$ cat src/rtl/carfield_cdc_pkg.sv
// Shared helpers for the Carfield gray-pointer CDC FIFO halves.
// Pointer codecs work on zero-extended values up to 32 bits wide.
package carfield_cdc_pkg;

    localparam int unsigned CdcDefaultSyncStages = 2;
    localparam int unsigned CdcMaxPtrWidth       = 32;

    function automatic logic [CdcMaxPtrWidth-1:0] bin2gray(
        input logic [CdcMaxPtrWidth-1:0] bin
    );
        return bin ^ (bin >> 1);
    endfunction

    function automatic logic [CdcMaxPtrWidth-1:0] gray2bin(
        input logic [CdcMaxPtrWidth-1:0] gray,
        input int unsigned               width
    );
        logic [CdcMaxPtrWidth-1:0] bin;
        logic [CdcMaxPtrWidth-1:0] mask;
        bin = gray;
        for (int i = 1; i < CdcMaxPtrWidth; i++) begin
            bin = bin ^ (gray >> i);
        end
        mask = (width >= CdcMaxPtrWidth) ? '1 : ((CdcMaxPtrWidth'(1) << width) - 1'b1);
        return bin & mask;
    endfunction

endpackage

$ cat src/rtl/carfield_cdc_ptr_sync.sv
// Multi-flop synchroniser for a gray-coded pointer crossing into this clock domain.
// The input goes straight into the first flop; the chain carries async_reg for CDC constraints.
module carfield_cdc_ptr_sync #(
    parameter int unsigned Width      = 4,
    parameter int unsigned SyncStages = 2
) (
    input  logic             clk_i,
    input  logic             rst_ni,
    input  logic [Width-1:0] async_i,
    output logic [Width-1:0] sync_o
);

    (* async_reg = "true" *) logic [SyncStages-1:0][Width-1:0] sync_q;

    always_ff @(posedge clk_i or negedge rst_ni) begin
        if (!rst_ni) begin
            sync_q <= '0;
        end else begin
            sync_q <= {sync_q[SyncStages-2:0], async_i};
        end
    end

    assign sync_o = sync_q[SyncStages-1];

endmodule

$ cat src/rtl/carfield_llc_cdc_dst_channel.sv
// Read half of one gray-pointer async FIFO channel on the LLC/DRAM link: syncs the
// write pointer, pops entries in order into a registered valid/ready output stage.
module carfield_llc_cdc_dst_channel
    import carfield_cdc_pkg::*;
#(
    parameter int unsigned DataWidth  = 64,
    parameter int unsigned LogDepth   = 3,
    parameter int unsigned SyncStages = CdcDefaultSyncStages
) (
    input  logic                                clk_i,
    input  logic                                rst_ni,
    input  logic [(2**LogDepth)*DataWidth-1:0]  async_data_i,
    input  logic [LogDepth:0]                   async_wptr_i,
    output logic [LogDepth:0]                   async_rptr_o,
    output logic [DataWidth-1:0]                dst_data_o,
    output logic                                dst_valid_o,
    input  logic                                dst_ready_i,
    output logic                                empty_o
);

    localparam int unsigned PtrWidth = LogDepth + 1;
    localparam int unsigned Depth    = 2**LogDepth;

    logic [PtrWidth-1:0]  wptr_sync;
    logic [PtrWidth-1:0]  rptr_bin_q, rptr_bin_d;
    logic [PtrWidth-1:0]  rptr_gray_q, rptr_gray_d;
    logic [DataWidth-1:0] data_q, data_d;
    logic                 valid_q, valid_d;
    logic                 empty;
    logic                 load;
    logic [LogDepth-1:0]  rd_idx;
    logic [DataWidth-1:0] entries [Depth];

    for (genvar k = 0; k < Depth; k++) begin : g_entry
        assign entries[k] = async_data_i[k*DataWidth +: DataWidth];
    end

    carfield_cdc_ptr_sync #(
        .Width      (PtrWidth),
        .SyncStages (SyncStages)
    ) i_wptr_sync (
        .clk_i   (clk_i),
        .rst_ni  (rst_ni),
        .async_i (async_wptr_i),
        .sync_o  (wptr_sync)
    );

    // rptr_gray_q always holds the gray form of rptr_bin_q, so it doubles as the empty comparand.
    assign empty  = (wptr_sync == rptr_gray_q);
    assign load   = !empty && (!valid_q || dst_ready_i);
    assign rd_idx = rptr_bin_q[LogDepth-1:0];

    always_comb begin
        rptr_bin_d = rptr_bin_q;
        data_d     = data_q;
        valid_d    = valid_q;
        if (load) begin
            rptr_bin_d = rptr_bin_q + 1'b1;
            data_d     = entries[rd_idx];
            valid_d    = 1'b1;
        end else if (dst_ready_i) begin
            valid_d    = 1'b0;
        end
        rptr_gray_d = PtrWidth'(bin2gray(CdcMaxPtrWidth'(rptr_bin_d)));
    end

    always_ff @(posedge clk_i or negedge rst_ni) begin
        if (!rst_ni) begin
            rptr_bin_q  <= '0;
            rptr_gray_q <= '0;
            data_q      <= '0;
            valid_q     <= 1'b0;
        end else begin
            rptr_bin_q  <= rptr_bin_d;
            rptr_gray_q <= rptr_gray_d;
            data_q      <= data_d;
            valid_q     <= valid_d;
        end
    end

    assign async_rptr_o = rptr_gray_q;
    assign dst_data_o   = data_q;
    assign dst_valid_o  = valid_q;
    assign empty_o      = empty;

endmodule

$ cat config.mk
export PLATFORM = sky130hd
export DESIGN_NAME = carfield_llc_cdc_dst_channel
export DESIGN_NICKNAME = d
export VERILOG_FILES = /design/src/rtl/carfield_cdc_pkg.sv /design/src/rtl/carfield_cdc_ptr_sync.sv /design/src/rtl/carfield_llc_cdc_dst_channel.sv
export SDC_FILE = /design/constraint.sdc
export NUM_CORES = 1
export LEC_CHECK = 0
export CAP_MARGIN = 20
export CORE_AREA = 8 8 224 226
export CTS_BUF_LIST = sky130_fd_sc_hd__clkbuf_4 sky130_fd_sc_hd__clkbuf_8
export DETAILED_ROUTE_END_ITERATION = 8
export DIE_AREA = 0 0 232 234
export GPL_ROUTABILITY_DRIVEN = 0
export GPL_TIMING_DRIVEN = 0
export PLACE_DENSITY = 0.53
export SLEW_MARGIN = 20
export SYNTH_ARGS = -nofsm -noshare
export SYNTH_HDL_FRONTEND = slang
export SYNTH_HIERARCHICAL = 1
export SYNTH_SLANG_ARGS = --single-unit
$ cat constraint.sdc
create_clock -name clk_i -period 1.7 [get_ports clk_i]
set_clock_uncertainty 0.05 [all_clocks]
set_input_delay 0.255 -clock clk_i [delete_from_list [all_inputs] [get_ports clk_i]]
set_output_delay 0.255 -clock clk_i [all_outputs]
set_load 0.02 [all_outputs]
# After elaboration in Yosys (flattened, before gate mapping)
# Cells that the tools add are included.
# classes
order_cmp	1
muxes	6
n_reduce_logical	5
addsub	1
bitwise_logic	2
n_eq_ne	1
# ops
operator	count
$bmux 64 s3	1
$mux 64	2
$add 4x1->4 const B	1
$eq 4x4->1	1
$ge 4x4->1 const B	1
$mux 4	1
$not 3->4	1
$xor 4x3->4	1
$logic_not 1->1	2
$mux 1	2
$reduce_bool 2->1	1
$logic_and 1x1->1	1
$logic_or 1x1->1	1
# totals
output_inout_bits	70
input_bits	519
regBits	81
word_cells	22

# Longest topological paths before layout
# Gate-level depths: netlist (run 1).
# depth
ltp_word	5
depth_mapped	8
depth_no_buf	5

# By module
# The synthesis (run 1) kept the hierarchy.
# modules_own_cells
module	instances	cells_per_inst	area_each_um2
carfield_llc_cdc_dst_channel	1	481	6532.5
carfield_cdc_ptr_sync	1	12	230.2

# Worst setup path before layout (run 1)
# No wires, ideal clock.
# synth_timing
path_type	reg-to-reg
start	reg rptr_gray_q[0], in the netlist async_rptr_o[0]
end	reg rptr_gray_q[2], in the netlist async_rptr_o[2]
t_required_ps	1517
setup_slack_ps	-43
stages_incl_launch_ff	7
n_path_buf	2
t_arrival_ps	1560
cell_sequence	dfrtp_1 > xor2_1 > o41ai_2 > buf_4 > buf_12 > nor3_1 > nand4b_1
# synth_between
elab_chain_len	5
# synth_lines
element	line_no	text
from (decl)	carfield_llc_cdc_dst_channel.sv:26	logic [PtrWidth-1:0] rptr_gray_q, rptr_gray_d;
from (signal assigned)	carfield_llc_cdc_dst_channel.sv:75	rptr_gray_q <= rptr_gray_d;
$eq 4x4->1	carfield_llc_cdc_dst_channel.sv:49	assign empty = (wptr_sync == rptr_gray_q);
$logic_not 1->1	carfield_llc_cdc_dst_channel.sv:50	assign load = !empty && (!valid_q || dst_ready_i);
$logic_and 1x1->1	carfield_llc_cdc_dst_channel.sv:50	
$mux 4	carfield_llc_cdc_dst_channel.sv:57	if (load) begin
$xor 4x3->4	carfield_cdc_pkg.sv:11	return bin ^ (bin >> 1);
via rptr_gray_d[2]	carfield_llc_cdc_dst_channel.sv:26	
# The timed path passes the listed nets, and every way through them passes these cells.
# A chain may end at the register's enable or synchronous reset.

# Worst setup path in the final report (run 1)
# layout_timing
start	reg i_wptr_sync.sync_q (netlist bit i_wptr_sync/sync_o[2])
end	out empty_o
# layout_between
elab_chain_len	1
# layout_lines
element	line_no	text
from (decl)	carfield_cdc_ptr_sync.sv:13	(* async_reg = "true" *) logic [SyncStages-1:0][Width-1:0] sync_q;
from (signal assigned)	carfield_cdc_ptr_sync.sv:19	sync_q <= {sync_q[SyncStages-2:0], async_i};
$eq 4x4->1	carfield_llc_cdc_dst_channel.sv:49	
to (decl)	carfield_llc_cdc_dst_channel.sv:18	output logic empty_o
# No other way between the ends.

==> impl_metrics.ini, run 1 <==
[grt]
grt_pass1_vias = 8406
antenna_found_initial = 2
grt_first_pass_wirelength_um = 60900
grt.overflow.total = 0
track_usage_pct = 15.7
grt_max_degree = 54

[route]
via_per_inst = 4.19
vias = 7271
avgRoutedWirePerCell_um = 25.8
firstDrtPassIters = 7
routed_wl_um = 44800
remaining_drc_errors = 0
drt-initial-drc-count = 329
drtAntennaViolNets = 0

[run]
drv_cap = 0

[synth]
synth_edf_count = 0
synth_area_mm2 = 0.00676
async_reset_ff_share_pct = 100
ys_seq_elements = 80
ys_seq_area_share_pct = 29.6
post_synth.cell_area_avg_um2 = 13.7
synth_nets = 1013
yosys_warnings = 6
synthCells = 493
ys.flop_type = dfrtp_1
yosysUniqueCellTypes = 30

[sta]
period_share_pct = 122
finalHoldWorstSlack_ns = 0.214
slew_viol_final = 0
finalWorstSetupSlack_ns = -0.375
final.setup.tns_ns = -14.25
min_period_ns = 2.07
slew_headroom_pct = 69.7
finalHoldViolations = 0
rsz0062_at_grt = true
worst_pin_slew_ns = 0.455
setup_viol = 72
fmax_mhz = 482

[cells_and_area]
drive_gt1_share_pct = 22.3
final_cell_mix = 517 x clkdlybuf4s50_1, 128 x mux4_2, 78 x dfrtp_1
final_common_cell = clkdlybuf4s50_1
areaGrowthSynthToFinish_pct = 110
fin_util_pct = 30.3
fillers = 4841
finalNetCount = 1632

[setup_path]
r2r_start = i_wptr_sync/sync_o[3]$_DFF_PN0_
path_class = flop to output pin
endpoint_kind = output pin
cp_max_fo = 2
rr_endpoint = dst_data_o[36]$_DFFE_PN0P_
cp.arrival_ns = 1.77
worstRegToRegCells = 7
reg2reg_slack_ns = -0.24
startpoint_type = flop
critPathRequiredTime_ns = 1.39

[clocking]
cts_tree = yes
clk_path_buf_depth = 2
cts-buffers-inserted = 9
h-tree-depth = 3
insertion_delay_ns = 0.42
cts.sinks = 80
root_buffer = clkbuf_8
clkSlewWorstSetupHoldPaths_ns = 0.10

[floorplanning]
fp.dieH_um = 234
io_pins = 589
fp.dieArea_mm2 = 0.0543
core_mm2 = 0.0468
start_util_pct = 14.4
die_x_um = 232
num_rows = 80

[hold_path]
hold_class = input pin to flop
hold_path_depth = 1
min_to = i_wptr_sync/sync_q[1]$_DFF_PN0_
hold_start = async_wptr_i[1]

[pwr]
seqPwrFrac_pct = 16.4
finalPower_mw = 19.9
p_leak_nw = 5.46
p_int_mw = 11.3
powerDensity_mw_per_mm2 = 1400
swShare_pct = 43.3
clock_power_share_pct = 8.1
p_comb_share_pct = 75.5
peakVddDrop_uv = 460
power_switching_mw = 8.62

[status]
status = finished with violations
violations = negative setup slack

[placement]
dp_hpwl_um = 37500
portBuffers = 588
worst max path at each step:
stage / from / end / depth (start not counted) / slack, ns
2_1_floorplan: i_wptr_sync/sync_o[3]$_DFF_PN0_ / async_rptr_o[2]$_DFF_PN0_ / 7 / 0.0006
3_3_place_gp: rst_ni / async_rptr_o[0]$_DFF_PN0_ / 1 / -3.44
3_5_place_dp: rptr_bin_q[2]$_DFF_PN0_ / dst_data_o[48]$_DFFE_PN0P_ / 5 / -0.90
4_1_cts: i_wptr_sync/sync_o[3]$_DFF_PN0_ / empty_o / 4 / -0.43
5_1_grt: async_rptr_o[2]$_DFF_PN0_ / empty_o / 4 / -0.46
6_report: i_wptr_sync/sync_o[2]$_DFF_PN0_ / empty_o / 4 / -0.37
power by group through the flow:
stage               sequential [mW]  clock (mW)  combinational, mW
global placement               3.30           0               13.9
global route                   3.36        1.79               16.1
detailed placement             3.33           0               14.0
floorplan                      4.24           0               7.23
CTS                            3.27        1.73               15.0
finish                         3.26        1.62               15.0
sequential cells by signal (all words and copies together) (netlist names):
name and count:
dst_data_o 64, i_wptr_sync/sync_o 4, i_wptr_sync/sync_q 4, rptr_bin_q 4, async_rptr_o 3, dst_valid_o 1
layout make-up:
| class | instances | area [um2] | share of cell area (%) |
|---|---|---|---|
| diodes | 2 | 5.00 | 0.0352 |
| plain buffers | 55 | 621 | 4.37 |
| clock buffers | 9 | 124 | 0.871 |
| clock inverters | 7 | 80.1 | 0.563 |
| inverters | 4 | 15.0 | 0.106 |
| multi-input cells | 351 | 4460 | 31.4 |
| flip-flops and latches | 80 | 2000 | 14.1 |
| well taps | 615 | 769 | 5.41 |
| repair buffers | 611 | 6140 | 43.2 |
metrics by stage:
stage | setup slack [ns] | instances | instance area (um2)
6_report | -0.375 | 1734 | 14200
5_1_grt | -0.457 | 1732 | 14200
4_1_cts | -0.428 | 1728 | 14100
3_5_place_dp | -0.901 | 1697 | 13500
3_3_place_gp | -3.44 | 1696 | 13400
2_1_floorplan | 0.000649 | 493 | 6770
per-layer routing:
layer	wire length [um]	part of all wire (%)	GRT usage, %
met1	17000	38	17.6
met3	3730	8.3	4.86
met2	22800	51	27.7
met4	1250	2.8	5.74
met5	0	0	0
logic make-up after synthesis:
family / after synthesis / share of synthesized area (%)
AO/OA/AOI/OAI: 68 / 5.37
adder cells (fa/ha/maj): 1 / 0.185
XOR/XNOR: 10 / 1.30
flip-flops: 80 / 29.6
AND/OR/NAND/NOR: 77 / 4.57
multiplexers: 195 / 52.6
buffers and inverters: 62 / 6.42
worst max-delay path, stage by stage (launching register included):
cell	delay, ns
dfrtp_1	0.41
xor2_2	0.19
or4_4	0.56
inv_2	0.08
buf_6	0.12
what timing repair did:
item,CTS,global route
hold buffers,1,0
endpoints found under the hold margin,32,0
gates cloned,3,4
setup endpoints to repair,141,72
setup buffers,13,2
pin swaps,4,4
resized for setup,181,14
cells in the mapped netlist, types with 4 or more instances:
library cell	instances	share of area, %
buf_4	7	0.78
clkbuf_1	8	0.44
xor2_1	6	0.78
clkbuf_2	5	0.37
buf_8	6	1.3
mux4_2	128	43
dfrtp_1	80	30
xnor2_1	4	0.52
inv_1	4	0.22
o21ai_0	31	2.3
buf_6	8	1.3
mux2i_1	66	9.8
nand2_1	68	3.8
o21ai_1	33	2.4
buf_2	20	1.5
(Power assumes the default switching activity.)
==> run 2, diff against run 1 <==
==> constraint.sdc (replaced) <==
create_clock -name clk_i -period 1.7 [get_ports clk_i]
set_clock_uncertainty 0.05 [all_clocks]
set_input_delay 0.17 -clock clk_i [delete_from_list [all_inputs] [get_ports clk_i]]
set_output_delay 0.17 -clock clk_i [all_outputs]
set_load 0.02 [all_outputs]
==> run 2 against run 1 <==
The flow still finishes with violations (negative setup slack). Final area hardly changed. Setup slack better by 0.085 ns. Sequential power hardly changed. Sequential share of layout area hardly changed. Largest cell class unchanged. Clock power hardly changed. Count of clock-buffer cells in the layout stayed put. Die area stayed put.
==> impl_metrics.ini, run 2 (synthesis results as in run 1) <==
[hold_path]
hold_class = input pin to flop

[sta]
min_period_ns = 1.99
finalHoldViolations = 0
finalHoldWorstSlack_ns = 0.129
setup_viol = 72
finalWorstSetupSlack_ns = -0.289
slew_viol_final = 0
period_share_pct = 117
fmax_mhz = 503
worst_pin_slew_ns = 0.453
slew_headroom_pct = 69.8
rsz0062_at_grt = true

[grt]
antenna_found_initial = 2
grt.overflow.total = 0
track_usage_pct = 15.7
grt_pass1_vias = 8416
grt_max_degree = 54
grt_first_pass_wirelength_um = 60800

[placement]
portBuffers = 588
dp_hpwl_um = 37500
placedCellCount = 1697

[floorplanning]
num_rows = 80
core_mm2 = 0.0468
io_pins = 589
die_x_um = 232
start_util_pct = 14.4
fp.dieH_um = 234
fp.dieArea_mm2 = 0.0543

[clocking]
root_buffer = clkbuf_8
cts_tree = yes
clkSlewWorstSetupHoldPaths_ns = 0.10
h-tree-depth = 3
insertion_delay_ns = 0.42
cts.sinks = 80
cts-buffers-inserted = 9
clk_path_buf_depth = 2

[status]
violations = negative setup slack
status = finished with violations

[setup_path]
cp_max_fo = 2
path_class = flop to output pin
startpoint_type = flop
critPathRequiredTime_ns = 1.48
endpoint_kind = output pin
cp.arrival_ns = 1.77

[route]
routed_wl_um = 44300
remaining_drc_errors = 0
vias = 7238
drtAntennaViolNets = 0
via_per_inst = 4.19
avgRoutedWirePerCell_um = 25.6
firstDrtPassIters = 4
drt-initial-drc-count = 305

[cells_and_area]
areaGrowthSynthToFinish_pct = 110
final_common_cell = clkdlybuf4s50_1
largest_reg_flops = 64
final_cell_mix = 544 x clkdlybuf4s50_1, 128 x mux4_2, 78 x dfrtp_1
drive_gt1_share_pct = 22.1
fin_cells = 1728
finalNetCount = 1627

[pwr]
powerDensity_mw_per_mm2 = 1400
peakVddDrop_uv = 489
p_leak_nw = 5.46

[run]
drv_cap = 0
==> run 2: critical path: stages (launching register included) <==
cell	delay [ns]
dfrtp_1	0.41
xor2_2	0.19
or4_4	0.56
inv_2	0.08
buf_6	0.12
==> run 2: metal layers <==
metal	share of wire, %	routed length (um)	track usage (%)
met5	0	0	0
met4	2.8	1230	5.82
met3	8.6	3820	4.98
met2	51	22600	27.7
met1	38	16700	17.4
==> run 2: power by group <==
part	switching, mW	internal [mW]
Clock	0.912	0.694
Sequential	0.484	2.79
Combinational	7.14	7.90
==> run 2: metrics by stage <==
stage               power (mW)  util, %  cell area, um2  setup TNS, ns  worst slack [ns]
floorplan                 11.5        -            6770              0          0.000649
global placement          17.2     28.7           13400        -289.17             -3.36
detailed placement        17.3     28.7           13500         -48.38            -0.901
CTS                       20.3     30.1           14100         -18.10            -0.343
global route              21.2     30.3           14200         -21.56            -0.371
finish                    19.9     30.3           14200         -14.37            -0.289
==> run 2: repair_timing <==
action                                  4_1_cts  5_1_grt
hold buffers                                  1        0
pin swaps                                     3        3
gates resized for setup                     132       21
endpoints found under the hold margin        80        0
buffers inserted                              9        4
cloned                                        3        1
endpoints found under the setup margin      103       84
==> run 2: final timing paths <==
check	startpoint	end	slack, ns	cells past startpoint
min in group asynchronous	rst_ni	dst_data_o[25]$_DFFE_PN0P_	0.18	2
min reg2reg	i_wptr_sync/sync_q[2]$_DFF_PN0_	i_wptr_sync/sync_o[2]$_DFF_PN0_	0.31	0
min	async_wptr_i[1]	i_wptr_sync/sync_q[1]$_DFF_PN0_	0.13	1
max	i_wptr_sync/sync_o[2]$_DFF_PN0_	empty_o	-0.29	4
max in group asynchronous	rst_ni	dst_data_o[54]$_DFFE_PN0P_	0.82	3
max reg2reg	i_wptr_sync/sync_o[3]$_DFF_PN0_	dst_data_o[36]$_DFFE_PN0P_	-0.24	7
==> run 2: layout make-up <==
| type | instances | area (um2) |
|---|---|---|
| fill | 4827 | 32600 |
| timing repair buffer | 606 | 6120 |
| multi-input combinational | 351 | 4470 |
| sequential | 80 | 2000 |
| tap | 615 | 769 |
| buffer | 55 | 619 |
| clock buffer | 9 | 124 |
| clock inverter | 7 | 80.1 |
| inverter | 4 | 15.0 |
| antenna | 1 | 2.50 |
